===== src/rtl/store_drain.sv =====
// Store-buffer drain: pops entries from the synchronous store FIFO and issues each as one req/ack write.
// Optional ack watchdog built when STORE_DRAIN_TIMEOUT_EN is defined.
//
// state | meaning
// IDLE  | no store in flight; pop when enabled and FIFO non-empty
// LOAD  | FIFO read data valid this cycle; capture fields into request regs
// REQ   | write request outstanding; wait for ack (or watchdog expiry)
module store_drain #(
    parameter int ADDR_WIDTH     = 32,
    parameter int XLEN           = 32,
    parameter int TIMEOUT_CYCLES = 255
) (
    input  logic                                 clk,
    input  logic                                 rst_n,
    input  logic                                 drain_en,
    input  logic [XLEN/8+ADDR_WIDTH+XLEN-1:0]    fifo_buf_out,
    input  logic                                 fifo_buf_empty,
    output logic                                 fifo_rd_en,
    output logic                                 mem_wr_req,
    output logic [ADDR_WIDTH-1:0]                mem_addr,
    output logic [XLEN-1:0]                      mem_wdata,
    output logic [XLEN/8-1:0]                    mem_be,
    input  logic                                 mem_wr_ack,
    output logic                                 drain_idle,
    output logic [15:0]                          drained_count,
    output logic                                 drain_err
);
    localparam int BE_W    = XLEN / 8;
    localparam int ENTRY_W = BE_W + ADDR_WIDTH + XLEN;

    typedef enum logic [1:0] {IDLE, LOAD, REQ} state_t;

    state_t state, state_nxt;
    logic   pop_ok;
    logic   load_fields;
    logic   ack_done;
    logic   timeout;

    always_ff @(posedge clk) begin
        if (!rst_n) state <= IDLE;
        else        state <= state_nxt;
    end

    always_comb begin
        state_nxt   = state;
        fifo_rd_en  = 1'b0;
        load_fields = 1'b0;
        ack_done    = 1'b0;
        // Reset is synchronous, so gate the pop here to keep the FIFO untouched while reset is held.
        pop_ok      = rst_n && drain_en && !fifo_buf_empty;
        case (state)
            IDLE: begin
                if (pop_ok) begin
                    fifo_rd_en = 1'b1;
                    state_nxt  = LOAD;
                end
            end
            LOAD: begin
                load_fields = 1'b1;
                state_nxt   = REQ;
            end
            REQ: begin
                if (mem_wr_ack) begin
                    ack_done = 1'b1;
                    if (pop_ok) begin
                        fifo_rd_en = 1'b1;
                        state_nxt  = LOAD;
                    end else begin
                        state_nxt  = IDLE;
                    end
                end else if (timeout) begin
                    state_nxt = IDLE;
                end
            end
            default: state_nxt = IDLE;
        endcase
    end

    always_ff @(posedge clk) begin
        if (!rst_n) begin
            mem_wr_req <= 1'b0;
            mem_be     <= '0;
            mem_addr   <= '0;
            mem_wdata  <= '0;
        end else begin
            mem_wr_req <= (state_nxt == REQ);
            if (load_fields) begin
                mem_be    <= fifo_buf_out[ENTRY_W-1 -: BE_W];
                mem_addr  <= fifo_buf_out[XLEN +: ADDR_WIDTH];
                mem_wdata <= fifo_buf_out[XLEN-1:0];
            end
        end
    end

    always_ff @(posedge clk) begin
        if (!rst_n)        drained_count <= '0;
        else if (ack_done) drained_count <= drained_count + 16'd1;
    end

    assign drain_idle = (state == IDLE) && fifo_buf_empty;

`ifdef STORE_DRAIN_TIMEOUT_EN
    localparam int WD_W = ($clog2(TIMEOUT_CYCLES + 1) > 8) ? $clog2(TIMEOUT_CYCLES + 1) : 8;

    logic [WD_W-1:0] wd_cnt;

    // Fires on the cycle that would be the TIMEOUT_CYCLES-th REQ cycle without ack.
    assign timeout = (state == REQ) && !mem_wr_ack && (wd_cnt == WD_W'(TIMEOUT_CYCLES - 1));

    always_ff @(posedge clk) begin
        if (!rst_n) begin
            wd_cnt    <= '0;
            drain_err <= 1'b0;
        end else begin
            if (state == REQ && !mem_wr_ack) wd_cnt <= wd_cnt + 1'b1;
            else                             wd_cnt <= '0;
            if (timeout) drain_err <= 1'b1;
        end
    end
`else
    logic unused_timeout_cfg;
    assign unused_timeout_cfg = ^TIMEOUT_CYCLES;
    assign timeout            = 1'b0;
    assign drain_err          = 1'b0;
`endif

endmodule


===== config.mk =====
export PLATFORM = sky130hd
export DESIGN_NAME = store_drain
export DESIGN_NICKNAME = d
export VERILOG_FILES = /design/src/rtl/store_drain.sv
export SDC_FILE = /design/constraint.sdc
export NUM_CORES = 1
export LEC_CHECK = 0
export ABC_AREA = 1
export BUFFER_PORTS_ARGS = -buffer_cell sky130_fd_sc_hd__buf_2
export CAP_MARGIN = 20
export CORE_UTILIZATION = 30
export CTS_CLUSTER_DIAMETER = 100
export CTS_CLUSTER_SIZE = 20
export DETAILED_ROUTE_END_ITERATION = 8
export SYNTH_ARGS = -nofsm -noshare
export SYNTH_HDL_FRONTEND = slang
export SYNTH_SLANG_ARGS = --single-unit

===== constraint.sdc =====
create_clock -name clk -period 1.4 [get_ports clk]
set_input_delay 0.28 -clock clk [delete_from_list [all_inputs] [get_ports clk]]
set_output_delay 0.28 -clock clk [all_outputs]
set_load 0.05 [all_outputs]

==> flow_summary.toml, run 1 <==
[worst_setup_path]
cpMostUsedCell = "buf_6"
max_stage_delay_ps = 370
worstSetupPathType = "reg -> out"
cp.arrival_ps = 1160
cp-start-kind = "register"
cp_slowest_cell = "dfxtp_4"
cp_cell_sequence = "buf_6 > nor3_4 > buf_6"
path_buf_inv = 2
critical_path_required_ps = 1120
endpoint_kind = "output pin"
crit_family = "flip-flops"
crit_fanout = 3

[clocking]
clkLatencyLatePin_ps = 370
numCtsBuffers = 9
cts_sinks = 87
htree_levels = 3
cts_root_buf = "clkbuf_8"
hold_buffers = 0
cts.clk_slew.worst_paths_ps = 80
clk_path_buf_depth = 2
cts_tree = "built"

[sta]
setup_tns_ps = -130
fmax_mhz = 695
rsz0062_at_grt = "true"
drv_slew = 0
slew_headroom = 0.624
setup_violations = 14
setup_slack_ps = -39.8
hold_ws_ps = 117
fin_skew_ps = 6.44
final.period_utilization = 1.03
worst_slew_pin_slew_ps = 565
hold_viol = 0
period_needed_ps = 1440

[synth]
synth_top_area_frac = 0.524
synth_nets = 517
synth_top_cell_by_area = "dfxtp_1"
synthCells = 443
synth_seq_cells = 87
synth.distinct_cells = 23
ys_seq_area_frac = 0.524
synth_warnings = 0
synth_area_sq_um = 3320
synth_area_leaders = "dfxtp_1 52%, nor2_1 19%, o21ai_0 8.9%"
syn_area_per_cell_sq_um = 7.50

[run_status]
status = "complete, but fails checks"
violations = "setup timing"

[finish]
fillers = 1062
syn_to_final_growth_pct = 52.7
mostFrequentLayoutCells = "153 x buf_2, 134 x nor2_1, 76 x dfxtp_1"
final_cells = 760
diodes = 0
nets = 689
drive_gt1_frac = 0.463
layout.cells.most_common = "buf_2"
post-route-util = 0.470

[pwr]
ir_drop_mv = 0.603
powerDensity_nw_per_um2 = 1090
p_leak_nw = 2.47

[detailed_routing]
drt_wl_total_mm = 11.0
ant_nets = 0
wire_per_inst_um = 14.5
drtIter0Drc = 144
viasPerCell = 4.61
num_vias = 3505
first_pass_iters = 4
route.detailed.drc = 0

[die]
coreArea_sq_um = 10800
num_rows = 38
die_area_sq_um = 11500
die_x_um = 107
die_y_um = 107
start_util = 0.308
io_pins = 161

[place]
dp_slack_ps = 106
io_buffers = 159
dp_cells = 724
dp_hpwl_mm = 6.15
gp_congestion = 0.794

[run]
drv_cap = 0

[global_routing]
grt_pass1_wl_mm = 14.8
grt_usage = 0.165
grt_max_degree = 69
antenna_found_initial = 0
grt_pass1_vias = 3328
overflow = 0

[worst_hold_path]
hold_class = "in -> reg"
-- timing repair --
action                                  in CTS  in global routing
pin swaps                                    1                 30
endpoints found under the setup margin       3                 80
gates resized for setup                     10                114
cloned                                       0                 12
buffers inserted                             5                  3
endpoints found under the hold margin        0                  0
-- metal layers --
layer  GRT usage  routed length (um)  up-vias
li1            -                   -     1751
met1       0.192                4990     1614
met2       0.266                5160      123
met3      0.0529                 659       17
met4      0.0939                 221        0
met5           0                   0        -
-- report_power, final --
| part | leakage [nW] | switching (W) | internal [W] |
|---|---|---|---|
| Sequential | 0.715 | 0.0000627 | 0.00258 |
| Clock | 0.113 | 0.000914 | 0.000993 |
| Combinational | 1.65 | 0.000681 | 0.000316 |
-- tightest hold or removal path: stages --
cell and delay (ps):
buf_2 70, nor2_1 30, nor2_1 60
-- area by class of cell --
type	count	area, sq um	share of cell area
Sequential cell	87	1760	0.348
Multi-Input combinational cell	311	1600	0.315
Timing Repair Buffer	186	1240	0.245
Tap cell	140	175	0.0345
Clock buffer	9	124	0.0244
Clock inverter	7	86.3	0.0170
Inverter	20	85.1	0.0168
-- worst paths after layout --
path	startpoint	end	slack, ps	cells after the start
worst max-delay path	state[1]	drain_idle	-40	3
worst min-delay path	fifo_buf_out[57]	mem_addr[25]	120	3
worst max register to register	state[1]	mem_be[0]	-20	7
worst min register to register	drained_count[3]	drained_count[3]	470	1
-- synth_stat cells (all sizes together) --
master  number
xor2         1
conb         1
buf         14
ha           1
nand2       36
dfxtp       87
inv         20
clkbuf      11
nand3       13
a21oi        8
nor2       173
nand4        4
o21ai       72
nor3         2
-- stage by stage --
step                      power, W  instance area (sq um)
after global placement     0.00350                   4280
after CTS                  0.00546                   4560
after global routing       0.00579                   5070
after detailed placement   0.00352                   4280
final                      0.00554                   5070
after floorplan            0.00325                   3340
-- logic make-up after synthesis --
| family | count (synthesis) | share of synthesized area |
|---|---|---|
| AO/OA/AOI/OAI | 80 | 0.121 |
| buffers and inverters | 45 | 0.0633 |
| flip-flops | 87 | 0.524 |
| adder cells (fa/ha/maj) | 1 | 0.00377 |
| AND/OR/NAND/NOR | 228 | 0.284 |
| XOR/XNOR | 1 | 0.00264 |
| other | 1 | 0.00113 |
-- registers in the layout (all words and copies together) (netlist names) --
register / cells
mem_addr: 32
drained_count: 16
mem_wr_req: 1
mem_wdata: 32
mem_be: 4
state: 2
No activity file was read; power rests on OpenSTA's default activity.
==> run 2: changes to the inputs <==
==> constraint.sdc (replaced) <==
create_clock -name clk -period 1.7 [get_ports clk]
set_input_delay 0.34 -clock clk [delete_from_list [all_inputs] [get_ports clk]]
set_output_delay 0.34 -clock clk [all_outputs]
set_load 0.05 [all_outputs]
==> run 2 against run 1 <==
The flow now finishes without violations. Cell area is 13% lower. Critical path depth is 1 higher. Clock power is 36% lower. Clock-buffer cell count is 3 higher. Sequential cell count stayed put. Core utilization is 6.3 points lower. Die area stayed put. Total power is 27% lower. First-iteration DRC count is 32% higher. Via count is 5.8% lower. Clock skew hardly changed. Hold slack better by 92 ps.
==> flow_summary.toml, run 2 (synthesized netlist as in run 1, its figures left out) <==
[sta]
setup_slack_ps = 86.8
fmax_mhz = 620
final.period_utilization = 0.949
fin_skew_ps = 6.73
rsz0062_at_grt = "false"
period_needed_ps = 1610
setup_tns_ps = 0
drv_slew = 0
hold_ws_ps = 209
hold_viol = 0
setup_violations = 0

[pwr]
pwr-share-comb = 0.167
seq_power_share = 0.533
p_int_w = 0.00285
sw_frac_of_total = 0.299
p_switching_w = 0.00121
p_leak_nw = 2.28
ir_drop_mv = 0.665
powerDensity_nw_per_um2 = 926
clkPwrFrac = 0.301
design_power_total_w = 0.00406

[clocking]
clkLatencyLatePin_ps = 350
numCtsBuffers = 9
hold_buffers = 0
cts_root_buf = "clkbuf_8"
cts_sinks = 87
htree_levels = 3
cts.clk_slew.worst_paths_ps = 80
cts_setup_buffers = 0
clk_path_buf_depth = 2
cts_tree = "built"

[run_status]
status = "completed"

[finish]
layout.cells.most_common = "nor2_1"
nets = 666
final_cells = 734
reg.largest.list = "mem_addr (32), mem_wdata (32), drained_count (16)"
diodes = 0
mostFrequentLayoutCells = "167 x nor2_1, 159 x buf_2, 86 x dfxtp_1"
drive_gt1_frac = 0.323
syn_to_final_growth_pct = 32.1

[global_routing]
overflow = 0
grt_pass1_vias = 3193
antenna_found_initial = 0
grt_usage = 0.158
grt_max_degree = 84
grt_pass1_wl_mm = 14.3

[detailed_routing]
drtIter0Drc = 190
route.detailed.drc = 0
wire_per_inst_um = 12.1
num_vias = 3303
first_pass_iters = 4
viasPerCell = 4.50
ant_nets = 0
drt_wl_total_mm = 8.86

[die]
die_area_sq_um = 11500
coreArea_sq_um = 10800
start_util = 0.308
die_x_um = 107
io_pins = 161
num_rows = 38
die_y_um = 107

[place]
io_buffers = 159
gp_congestion = 0.799
dp_slack_ps = 305
dp_cells = 721
dp_hpwl_mm = 6.05

[worst_setup_path]
endpoint_kind = "output pin"
cp_cell_sequence = "inv_2 > o21ai_2 > nor2_1 > buf_2"
crit_fanout = 6
worstSetupPathType = "reg -> out"
max_stage_delay_ps = 420
cp_slowest_cell = "dfxtp_2"
critical_path_required_ps = 1360
cp.arrival_ps = 1270
cp-start-kind = "register"

[worst_hold_path]
hold_class = "in -> reg"

[run]
drv_cap = 0
-- run 2: worst paths after layout --
path / endpoint / startpoint / cells past startpoint / slack, ps
max: fifo_rd_en / state[1] / 4 / 90
min: mem_addr[19] / fifo_buf_out[51] / 3 / 210
max reg2reg: mem_wdata[16] / state[0] / 6 / 350
min reg2reg: mem_wdata[29] / mem_wdata[29] / 2 / 500
-- run 2: critical path: cells and delay by family (launching register included) --
kind            cells  cell delay (ps)
compound gates      1              170
buf+inv             2              280
flops               1              420
simple gates        1               60
-- run 2: layer usage --
layer / vias up / track usage / routed length, um
li1: 1690 / - / -
met1: 1482 / 0.181 / 3860
met2: 120 / 0.271 / 4170
met3: 11 / 0.0571 / 690
met4: 0 / 0.0558 / 142
met5: - / 0 / 0
-- run 2: final cells by class --
cell class | count | area (sq um)
flip-flops and latches | 87 | 1740
multi-input cells | 311 | 1380
inverters | 20 | 75.1
clock buffers | 12 | 145
clock inverters | 1 | 7.51
well taps | 140 | 175
repair buffers | 163 | 863
fillers | 1151 | 6400
-- run 2: power groups by stage --
stage	Combinational [W]	Sequential, W	Clock, W
4_1_cts	0.000681	0.00217	0.00128
3_3_place_gp	0.000672	0.00221	0
2_1_floorplan	0.000172	0.00251	0
6_report	0.000677	0.00217	0.00122
3_5_place_dp	0.000680	0.00221	0
5_1_grt	0.000725	0.00218	0.00135
-- run 2: repair_timing --
action / 4_1_cts / 5_1_grt
endpoints found under the hold margin: 0 / 0
gates resized for setup: 1 / 1
setup endpoints to repair: 1 / 1
-- run 2: through the flow --
stage	utilization	area [sq um]
2_1_floorplan	-	3330
3_3_place_gp	0.392	4230
3_5_place_dp	0.392	4230
4_1_cts	0.406	4380
5_1_grt	0.407	4390
6_report	0.407	4390
==> run 3: changes to the inputs <==
--- a/config.mk
+++ b/config.mk
@@ -12,6 +12,7 @@
 export CTS_CLUSTER_DIAMETER = 100
 export CTS_CLUSTER_SIZE = 20
 export DETAILED_ROUTE_END_ITERATION = 8
+export RECOVER_POWER = 25
 export SYNTH_ARGS = -nofsm -noshare
 export SYNTH_HDL_FRONTEND = slang
 export SYNTH_SLANG_ARGS = --single-unit
==> run 3 against run 2 <==
Register-to-register slack lost 60 ps. Total power shrank 0.24%. Global-route usage unchanged. Maximum frequency grew 0.85%. Non-clock buffer count unchanged.
==> flow_summary.toml, run 3 (synthesized netlist as in run 1, its figures left out) <==
[finish]
reg.largest.list = "mem_addr (32), mem_wdata (32), drained_count (16)"
nets = 666
layout.cells.most_common = "nor2_1"
diodes = 0
mostFrequentLayoutCells = "167 x nor2_1, 130 x buf_2, 86 x dfxtp_1"
final_cells = 734
fillers = 1166
syn_to_final_growth_pct = 30.8
drive_gt1_frac = 0.271
finalInstanceArea_sq_um = 4350

[die]
num_rows = 38
io_pins = 161
die_y_um = 107
start_util = 0.308
die_area_sq_um = 11500
die_x_um = 107
coreArea_sq_um = 10800

[sta]
final.period_utilization = 0.941
drv_slew = 0
hold_viol = 0
slew_headroom = 0.575
period_needed_ps = 1600
worst_slew_pin_slew_ps = 641
setup_violations = 0
fmax_mhz = 625
rsz0062_at_grt = "false"
fin_skew_ps = 6.85
setup_tns_ps = 0

[worst_setup_path]
crit_fanout = 6
cp.arrival_ps = 1260
cp_slowest_cell = "dfxtp_2"
critical_path_required_ps = 1360
cp-start-kind = "register"
reg2reg_depth = 6
worstSetupPathType = "reg -> out"
crit_start = "state[1]"
max_stage_delay_ps = 410
endpoint_kind = "output pin"
cp_cell_sequence = "inv_2 > o21ai_2 > nor2_1 > buf_2"
reg2reg_from = "state[0]"

[detailed_routing]
ant_nets = 0
num_vias = 3301
drt_wl_total_mm = 8.85
route.detailed.drc = 0
wire_per_inst_um = 12.1
first_pass_iters = 4
viasPerCell = 4.50
drtIter0Drc = 169

[clocking]
clk_path_buf_depth = 2
cts_tree = "built"
cts.clk_slew.worst_paths_ps = 80
htree_levels = 3
clkLatencyLatePin_ps = 350
cts_setup_buffers = 0
numCtsBuffers = 9
cts_sinks = 87
cts_root_buf = "clkbuf_8"

[pwr]
ir_drop_mv = 0.665
powerDensity_nw_per_um2 = 933
p_leak_nw = 2.16

[place]
placed_area_sq_um = 4230
io_buffers = 159
dp_cells = 721
dp_hpwl_mm = 6.05
gp_congestion = 0.799

[global_routing]
grt_usage = 0.158
grt_pass1_wl_mm = 14.3
grt_pass1_vias = 3193
grt_max_degree = 84
antenna_found_initial = 0
overflow = 0

[worst_hold_path]
hold_path_startpoint = "fifo_buf_out[51]"
hold_class = "in -> reg"
whs_path_depth = 3

[run]
drv_cap = 0

[run_status]
status = "completed"
run 3: changes by cell type in the layout (fill, tap and decap cells not counted), sizes merged:
| cell | delta |
|---|---|
| buf | -29 |
| clkbuf | +29 |
run 3: path summary, 6_finish.rpt:
path	slack, ps	to
setup / recovery	100	fifo_rd_en
hold / removal	210	mem_addr[19]
setup reg to reg	290	mem_wdata[16]
hold reg to reg	500	mem_addr[0]
run 3: repair_timing:
item | CTS | global route
hold endpoints to repair | 0 | 0
resized for setup | 1 | 1
endpoints found under the setup margin | 1 | 1
hold buffers | 0 | 0
run 3: metrics by stage:
stage | power [W] | utilization | hold slack (ps) | setup WS (ps)
after floorplan | 0.00268 | - | 468 | 82.2
after global placement | 0.00288 | 0.392 | 473 | 324
after detailed placement | 0.00289 | 0.392 | 480 | 305
after CTS | 0.00413 | 0.406 | 187 | 9.39
after global routing | 0.00424 | 0.403 | 199 | 39.9
final | 0.00405 | 0.403 | 209 | 100
run 3: layout make-up:
| type | count | area, sq um | share of cell area |
|---|---|---|---|
| Sequential cell | 87 | 1740 | 0.401 |
| Multi-Input combinational cell | 311 | 1370 | 0.316 |
| Timing Repair Buffer | 163 | 827 | 0.190 |
| Tap cell | 140 | 175 | 0.0403 |
| Clock buffer | 12 | 145 | 0.0334 |
| Inverter | 20 | 75.1 | 0.0173 |
| Clock inverter | 1 | 7.51 | 0.00173 |
run 3: critical path: cells and delay by family, from the launching register on:
kind            cells  cell delay, ps
flops               1             410
simple gates        1              60
compound gates      1             170
buf+inv             2             280
run 3: layer usage:
metal  track usage  share of wire  vias to the layer above
met2         0.271           0.47                      112
met1         0.181           0.44                     1487
li1              -              -                     1691
met3        0.0571          0.077                       11
met5             0              0                        -
met4        0.0558          0.016                        0
run 3: where the power goes:
part	total, W	switching (W)	internal [W]	leakage [nW]
clock network	0.00122	0.000673	0.000549	0.0744
registers	0.00217	0.0000427	0.00212	0.709
logic	0.000666	0.000499	0.000167	1.38
total	0.00405	0.00121	0.00284	2.16
